<file path="config.mk">
export PLATFORM = sky130hd
export DESIGN_NAME = vga_sram_arbiter
export DESIGN_NICKNAME = d
export VERILOG_FILES = /design/src/rtl/vga_sram_arbiter.sv
export SDC_FILE = /design/constraint.sdc
export NUM_CORES = 1
export LEC_CHECK = 0
export CAP_MARGIN = 20
export CORE_ASPECT_RATIO = 0.75
export CORE_MARGIN = 10
export CORE_UTILIZATION = 43
export CTS_CLUSTER_SIZE = 20
export DETAILED_ROUTE_END_ITERATION = 8
export MAX_ROUTING_LAYER = met4
export PLACE_DENSITY = 0.93
export SLEW_MARGIN = 0
export SYNTH_ARGS = -nofsm -noshare
export SYNTH_HDL_FRONTEND = slang
export SYNTH_SLANG_ARGS = --single-unit
</file>
<file path="constraint.sdc">
create_clock -name clk -period 3.3 [get_ports clk]
set_input_delay 0.825 -clock clk [delete_from_list [all_inputs] [get_ports clk]]
set_output_delay 0.825 -clock clk [all_outputs]
set_load 0.02 [all_outputs]
</file>
<file path="src/rtl/vga_sram_arbiter.sv">
// Async SRAM arbiter, VGA read port vs frame-fill write port; `VGA_SRAM_ARB_STATS_EN adds rd_count/wr_count.
// Read 3 cycles accept-to-response, write 4 cycles; readies only in IDLE, writes bounded by MAX_RD_STREAK.
module vga_sram_arbiter #(
    parameter int ADDR_BITS     = 20,
    parameter int DATA_BITS     = 16,
    parameter int MAX_RD_STREAK = 4
) (
    input  logic                 clk,
    input  logic                 reset,
    input  logic                 rd_req_valid,
    input  logic [ADDR_BITS-1:0] rd_req_addr,
    output logic                 rd_req_ready,
    output logic                 rd_resp_valid,
    output logic [DATA_BITS-1:0] rd_resp_data,
    input  logic                 wr_req_valid,
    input  logic [ADDR_BITS-1:0] wr_req_addr,
    input  logic [DATA_BITS-1:0] wr_req_data,
    output logic                 wr_req_ready,
    output logic [ADDR_BITS-1:0] sram_addr,
    output logic [DATA_BITS-1:0] sram_data_o,
    output logic                 sram_data_oe,
    input  logic [DATA_BITS-1:0] sram_data_i,
    output logic                 sram_ce_n,
    output logic                 sram_oe_n,
    output logic                 sram_we_n
`ifdef VGA_SRAM_ARB_STATS_EN
    ,
    output logic [31:0]          rd_count,
    output logic [31:0]          wr_count
`endif
);

    localparam int SW = (MAX_RD_STREAK > 0) ? $clog2(MAX_RD_STREAK + 1) : 1;
    localparam logic [SW-1:0] STREAK_MAX = SW'(MAX_RD_STREAK);

    typedef enum logic [2:0] {
        IDLE,
        RD0,
        RD1,
        WR_SETUP,
        WR_PULSE,
        WR_HOLD
    } state_t;

    state_t               state_q, state_d;
    logic [ADDR_BITS-1:0] addr_q, addr_d;
    logic [DATA_BITS-1:0] wdata_q, wdata_d;
    logic                 resp_vld_q, resp_vld_d;
    logic [DATA_BITS-1:0] resp_dat_q, resp_dat_d;
    logic [SW-1:0]        streak_q, streak_d;
    logic                 grant_rd;
    logic                 rd_acc;
    logic                 wr_acc;

    always_comb begin
        grant_rd = rd_req_valid && !(wr_req_valid && (streak_q == STREAK_MAX));
        rd_acc   = (state_q == IDLE) && grant_rd;
        wr_acc   = (state_q == IDLE) && wr_req_valid && !grant_rd;
    end

    assign rd_req_ready = rd_acc;
    assign wr_req_ready = wr_acc;

    always_comb begin
        state_d    = state_q;
        addr_d     = addr_q;
        wdata_d    = wdata_q;
        resp_vld_d = 1'b0;
        resp_dat_d = resp_dat_q;
        streak_d   = streak_q;

        // Streak only counts reads that jumped ahead of a waiting write.
        if (!wr_req_valid || wr_acc) begin
            streak_d = '0;
        end else if (rd_acc && (streak_q != STREAK_MAX)) begin
            streak_d = streak_q + 1'b1;
        end

        case (state_q)
            IDLE: begin
                if (rd_acc) begin
                    state_d = RD0;
                    addr_d  = rd_req_addr;
                end else if (wr_acc) begin
                    state_d = WR_SETUP;
                    addr_d  = wr_req_addr;
                    wdata_d = wr_req_data;
                end
            end
            RD0:      state_d = RD1;
            RD1: begin
                state_d    = IDLE;
                resp_vld_d = 1'b1;
                resp_dat_d = sram_data_i;
            end
            WR_SETUP: state_d = WR_PULSE;
            WR_PULSE: state_d = WR_HOLD;
            WR_HOLD:  state_d = IDLE;
            default:  state_d = IDLE;
        endcase
    end

    // Strobes decode straight from state so an async reset deasserts them immediately.
    always_comb begin
        sram_ce_n    = 1'b1;
        sram_oe_n    = 1'b1;
        sram_we_n    = 1'b1;
        sram_data_oe = 1'b0;
        case (state_q)
            RD0, RD1: begin
                sram_ce_n = 1'b0;
                sram_oe_n = 1'b0;
            end
            WR_SETUP, WR_HOLD: begin
                sram_ce_n    = 1'b0;
                sram_data_oe = 1'b1;
            end
            WR_PULSE: begin
                sram_ce_n    = 1'b0;
                sram_we_n    = 1'b0;
                sram_data_oe = 1'b1;
            end
            default: ;
        endcase
    end

    always_ff @(posedge clk or posedge reset) begin
        if (reset) begin
            state_q    <= IDLE;
            addr_q     <= '0;
            wdata_q    <= '0;
            resp_vld_q <= 1'b0;
            resp_dat_q <= '0;
            streak_q   <= '0;
        end else begin
            state_q    <= state_d;
            addr_q     <= addr_d;
            wdata_q    <= wdata_d;
            resp_vld_q <= resp_vld_d;
            resp_dat_q <= resp_dat_d;
            streak_q   <= streak_d;
        end
    end

    assign sram_addr     = addr_q;
    assign sram_data_o   = wdata_q;
    assign rd_resp_valid = resp_vld_q;
    assign rd_resp_data  = resp_dat_q;

`ifdef VGA_SRAM_ARB_STATS_EN
    logic [31:0] rd_count_q, rd_count_d;
    logic [31:0] wr_count_q, wr_count_d;

    always_comb begin
        rd_count_d = rd_count_q + {31'd0, rd_acc};
        wr_count_d = wr_count_q + {31'd0, wr_acc};
    end

    always_ff @(posedge clk or posedge reset) begin
        if (reset) begin
            rd_count_q <= '0;
            wr_count_q <= '0;
        end else begin
            rd_count_q <= rd_count_d;
            wr_count_q <= wr_count_d;
        end
    end

    assign rd_count = rd_count_q;
    assign wr_count = wr_count_q;
`endif

endmodule

</file>
=== Word level (Yosys, flattened, before mapping) ===
Cells that the tools add are included.

* Output and inout port bits: 59
* Bits of input ports: 76
* Bits in registers: 59

* Eq/ne operators: 8
* Bitwise operators: 1
* Muxes and demuxes: 12
* $add $sub $neg: 1
* Reduce and logical (&&, ||, !) cells: 18

{| class="wikitable"
|+ Operators with widths
! kind !! count
|-
| 2-to-1 mux 20 bit || 2
|-
| 2-to-1 mux 3 bit || 4
|-
| one-hot mux 3 bit (4 select lines) || 1
|-
| equality test 3 bit, second input constant || 3
|-
| equality test 3 x 2 -> 1 bit, second input constant || 2
|-
| logical AND 1 bit || 6
|-
| inequality test 3 bit, second input constant || 2
|-
| 2-to-1 mux 1 bit || 5
|-
| OR reduction 5 bit || 1
|-
| nonzero test 2 bit || 2
|-
| adder 3 x 1 -> 3 bit, second input constant || 1
|-
| equality test 3 x 1 -> 1 bit, second input constant || 1
|-
| logical NOT 1 bit || 3
|-
| logical NOT 3 bit || 1
|-
| AND reduction 3 bit || 1
|-
| OR reduction 3 bit || 1
|-
| AND reduction 2 bit || 1
|-
| OR reduction 2 bit || 1
|-
| logical OR 1 bit || 1
|-
| NOT 1 bit || 1
|}

=== Logic depth before layout (Yosys ltp) ===
Gate-level depths: netlist of the first run.

* Depth in word-level cells: 9
* Mapped depth: 6
* Mapped depth without buffers: 5

=== Worst setup path before layout of the first run ===
No wires, ideal clock.

* Kind: input to output
* From: in rd_req_valid
* To: out rd_req_ready
* Cell stages on the path: 4
* Path slack: 0.544 ns
* Arrival: 1.931 ns
* Required time: 2.475 ns
* Cell sequence: clkbuf_1 -> inv_1 -> clkbuf_1 -> nor3_1

* Word-level cells in the longest chain between the ends: 2

{| class="wikitable"
|+ RTL lines
! what !! line !! RTL
|-
| from (decl) || 10 || <nowiki>input logic rd_req_valid,</nowiki>
|-
| logical AND 1 bit || 56 || <nowiki>grant_rd = rd_req_valid && !(wr_req_valid && (streak_q == STREAK_MAX));</nowiki>
|-
| logical AND 1 bit || 57 || <nowiki>rd_acc = (state_q == IDLE) && grant_rd;</nowiki>
|-
| to (decl) || 12 || <nowiki>output logic rd_req_ready,</nowiki>
|}

Every way passes these cells.

=== Worst setup path in the final report of the first run ===
* From: in wr_req_valid
* To: out rd_req_ready

* Word-level cells in the longest chain between the ends: 4

{| class="wikitable"
|+ RTL lines
! what !! line !! RTL
|-
| from (decl) || 15 || <nowiki>input logic wr_req_valid,</nowiki>
|-
| logical AND 1 bit || 56 ||
|-
| logical NOT 1 bit || 56 ||
|-
| logical AND 1 bit || 56 ||
|-
| logical AND 1 bit || 57 ||
|}

Every way passes these cells.

==> flow_metrics.py, run 1 <==
metrics = {
    "floorplan": {
        "die_h_um": 88.6,
        "die-area_um2": 9880,
        "core_area_um2": 5950,
        "start_util_pct": 45.4,
        "ios": 135,
        "die_w_um": 111,
        "rows": 24,
    },
    "synthesis": {
        "postSynthCellCount": 232,
        "yosysTopAreaCell": "dfrtp_1",
        "synth.distinct_cells": 29,
        "ys_seq_area_share_pct": 54.7,
        "yosys_register_bits": 59,
        "ys_top_cells_by_area": "dfrtp_1, mux2_2, o31ai_1",
        "synth.avg_cell_area_um2": 11.6,
        "synth_nets": 311,
        "post-synth-top-area-fraction_pct": 54.7,
        "synth_area_um2": 2700,
        "yosys_warnings": 0,
    },
    "timing": {
        "holdWs_ns": 0.510,
        "slew_violations": 0,
        "setup_tns_ns": 0,
        "rsz0062_at_grt": "false",
        "tightestPinTransition_ns": 0.431,
        "finClkSkew_ns": 0.0116,
        "fmax_ghz": 0.312,
        "final_hold_viol_count": 0,
        "fin_crit_sh_pct": 97.2,
        "relSlewSlack_pct": 71.3,
        "setup_viol": 0,
        "fin_crit_ns": 3.21,
    },
    "finish": {
        "final_common_cell": "clkdlybuf4s50_1",
        "final_nets": 449,
        "area.growth.synth_to_final_pct": 62.1,
        "diodes": 0,
        "layout-drive-gt1-share_pct": 18.1,
        "mostFrequentLayoutCells": "clkdlybuf4s50_1, dfrtp_1, mux2_2",
        "fin_util_pct": 73.6,
        "nFillCells": 439,
    },
    "drt": {
        "wl_per_cell_um": 20.2,
        "drc_errors": 0,
        "dr_total_vias": 2492,
        "first_pass_iters": 4,
        "drtIter0Drc": 105,
        "antenna_left": 0,
        "wl_um": 9160,
        "viasPerCell": 5.50,
    },
    "clock_network": {
        "hold_buffers": 0,
        "cts_buffers": 9,
        "clk_latency_ns": 0.33,
        "clk_transition_reported_paths_ns": 0.07,
        "htree_levels": 3,
        "cts.sinks": 59,
        "clk_root_buffer_cell": "clkbuf_8",
        "cts_tree": "done",
        "clockBufferDepth": 2,
    },
    "global_routing": {
        "grt_pass1_wl_um": 14300,
        "grt_max_degree": 26,
        "antenna_found_initial": 0,
        "grt_pass1_vias": 2663,
        "grt_use_total_pct": 18.7,
        "overflow": 0,
    },
    "worst_setup_path": {
        "crit_path_frequent_cell": "clkdlybuf4s50_1",
        "slowest_delay_ns": 0.65,
        "cp_data_arrival_time_ns": 2.38,
        "crit_buf_inv": 3,
        "path_class": "input pin to output port",
        "required_ns": 2.47,
        "cp_cell_sequence": "clkdlybuf4s50_1 -> buf_4 -> and3_1 -> nor3_1 -> clkdlybuf4s50_1",
        "end_kind": "output port",
        "slowest_stage": "clkdlybuf4s50_1",
        "crit_family": "buffers and inverters",
        "critical_path.max_fanout": 3,
        "start_kind": "input pin",
    },
    "run": {
        "maxCapViolations": 0,
    },
    "placement": {
        "portBuffers": 134,
        "gp_congestion": 0.775,
        "hpwl_um": 6720,
    },
    "power_and_ir_drop": {
        "finalPower_uw": 4390,
        "p_per_area_nw_per_um2": 1000,
        "ir_worst_vdd_mv": 0.557,
        "p_leak_uw": 0.00182,
    },
    "run_status": {
        "outcome": "finished clean",
    },
    "worst_hold_path": {
        "hp-class": "flop to flop",
    },
}
-- through the flow --
stage / instance area, um^2 / setup WS, ns / cells
2_1_floorplan: 2700 / 0.544 / 232
3_3_place_gp: 4150 / 0.0216 / 437
3_5_place_dp: 4150 / 0.0356 / 437
4_1_cts: 4370 / 0.0159 / 453
5_1_grt: 4380 / 0.0242 / 453
6_report: 4380 / 0.0920 / 453
-- worst paths after layout --
kind                       slack, ns          endpoint            start  cells after the start
max                             0.09      rd_req_ready     wr_req_valid                      5
min                             0.51   rd_resp_data[6]  rd_resp_data[6]                      1
max reg2reg                     1.31   sram_data_o[13]       state_q[2]                      4
min reg2reg                     0.51   rd_resp_data[6]  rd_resp_data[6]                      1
max in group asynchronous       1.89   rd_resp_data[8]            reset                      3
min in group asynchronous       0.77  rd_resp_data[13]            reset                      2
-- worst reg2reg max path: cells and delay by family, from the launching register on --
kind / cells / cell delay [ns]
AOI/OAI and AO/OA: 1 / 0.27
muxes: 1 / 0.38
buffers and inverters: 1 / 0.31
and+or+nand+nor: 1 / 0.46
DFF: 1 / 0.46
-- per-layer routing --
metal / vias up / part of all wire [%] / routed length, um / track usage, %
met5: - / 0 / 0 / -
met4: 0 / 0.67 / 61 / 4.31
met3: 7 / 9.3 / 855 / 7.30
met2: 120 / 51 / 4710 / 32.3
met1: 1230 / 39 / 3540 / 20.1
li1: 1135 / - / - / -
-- cells in the mapped netlist --
| master | instances |
|---|---|
| a211oi_4 | 1 |
| a21oi_1 | 24 |
| a31o_2 | 1 |
| a31oi_1 | 21 |
| and3_1 | 1 |
| buf_2 | 1 |
| buf_6 | 2 |
| buf_8 | 1 |
| clkbuf_1 | 17 |
| dfrtp_1 | 59 |
| ha_1 | 3 |
| inv_1 | 8 |
| mux2_2 | 24 |
| mux2_4 | 8 |
| nand2_1 | 5 |
| nand2b_1 | 1 |
| nand3_1 | 22 |
| nand4_1 | 2 |
| nand4b_1 | 1 |
| nor2_1 | 1 |
| nor3_1 | 2 |
| nor3_2 | 1 |
| nor3b_1 | 1 |
| o21a_1 | 1 |
| o21ai_0 | 1 |
| o31ai_1 | 20 |
| or2_2 | 1 |
| or3_1 | 1 |
| xor2_1 | 1 |
-- sequential cells by signal, indices dropped and copies added (netlist names) --
signal	cells
rd_resp_data	16
rd_resp_valid	1
sram_addr	20
sram_data_o	16
state_q	3
streak_q	3
-- power by group --
group | leakage [uW] | internal (uW) | switching [uW]
Combinational | 0.00102 | 1150 | 1210
Clock | 0.000113 | 465 | 273
Sequential | 0.000689 | 1080 | 212
-- area by class of cell --
cell class / instances / area [um^2] / area share, %
sequential: 59 / 1480 / 33.7
timing repair buffer: 148 / 1450 / 33.1
clock buffer: 12 / 155 / 3.55
multi-input combinational: 144 / 1090 / 25.0
inverter: 8 / 30.0 / 0.686
clock inverter: 4 / 72.6 / 1.66
tap: 78 / 97.6 / 2.23
-- kinds of logic (layout without fill, tap and decap cells) --
group / count (synthesis) / after routing / synth area share, %
buf+inv: 29 / 172 / 5.05
xor+xnor: 1 / 1 / 0.325
compound gates: 69 / 69 / 16.4
flops: 59 / 59 / 54.7
simple gates: 39 / 39 / 7.65
fa+ha+maj: 3 / 3 / 1.39
mux: 32 / 32 / 14.5
-- what timing repair did --
action,in CTS,in global routing
endpoints found under the hold margin,0,0
endpoints found under the setup margin,0,1
setup buffers,0,0
resized for setup,0,1
(Power assumes the default switching activity.)
==> inputs of run 2 (changes only) <==
Settings changed: CAP_MARGIN 20 to not set.
==> results of run 2 <==
No change in the layout: final DEF, timing and power equal those of run 1.
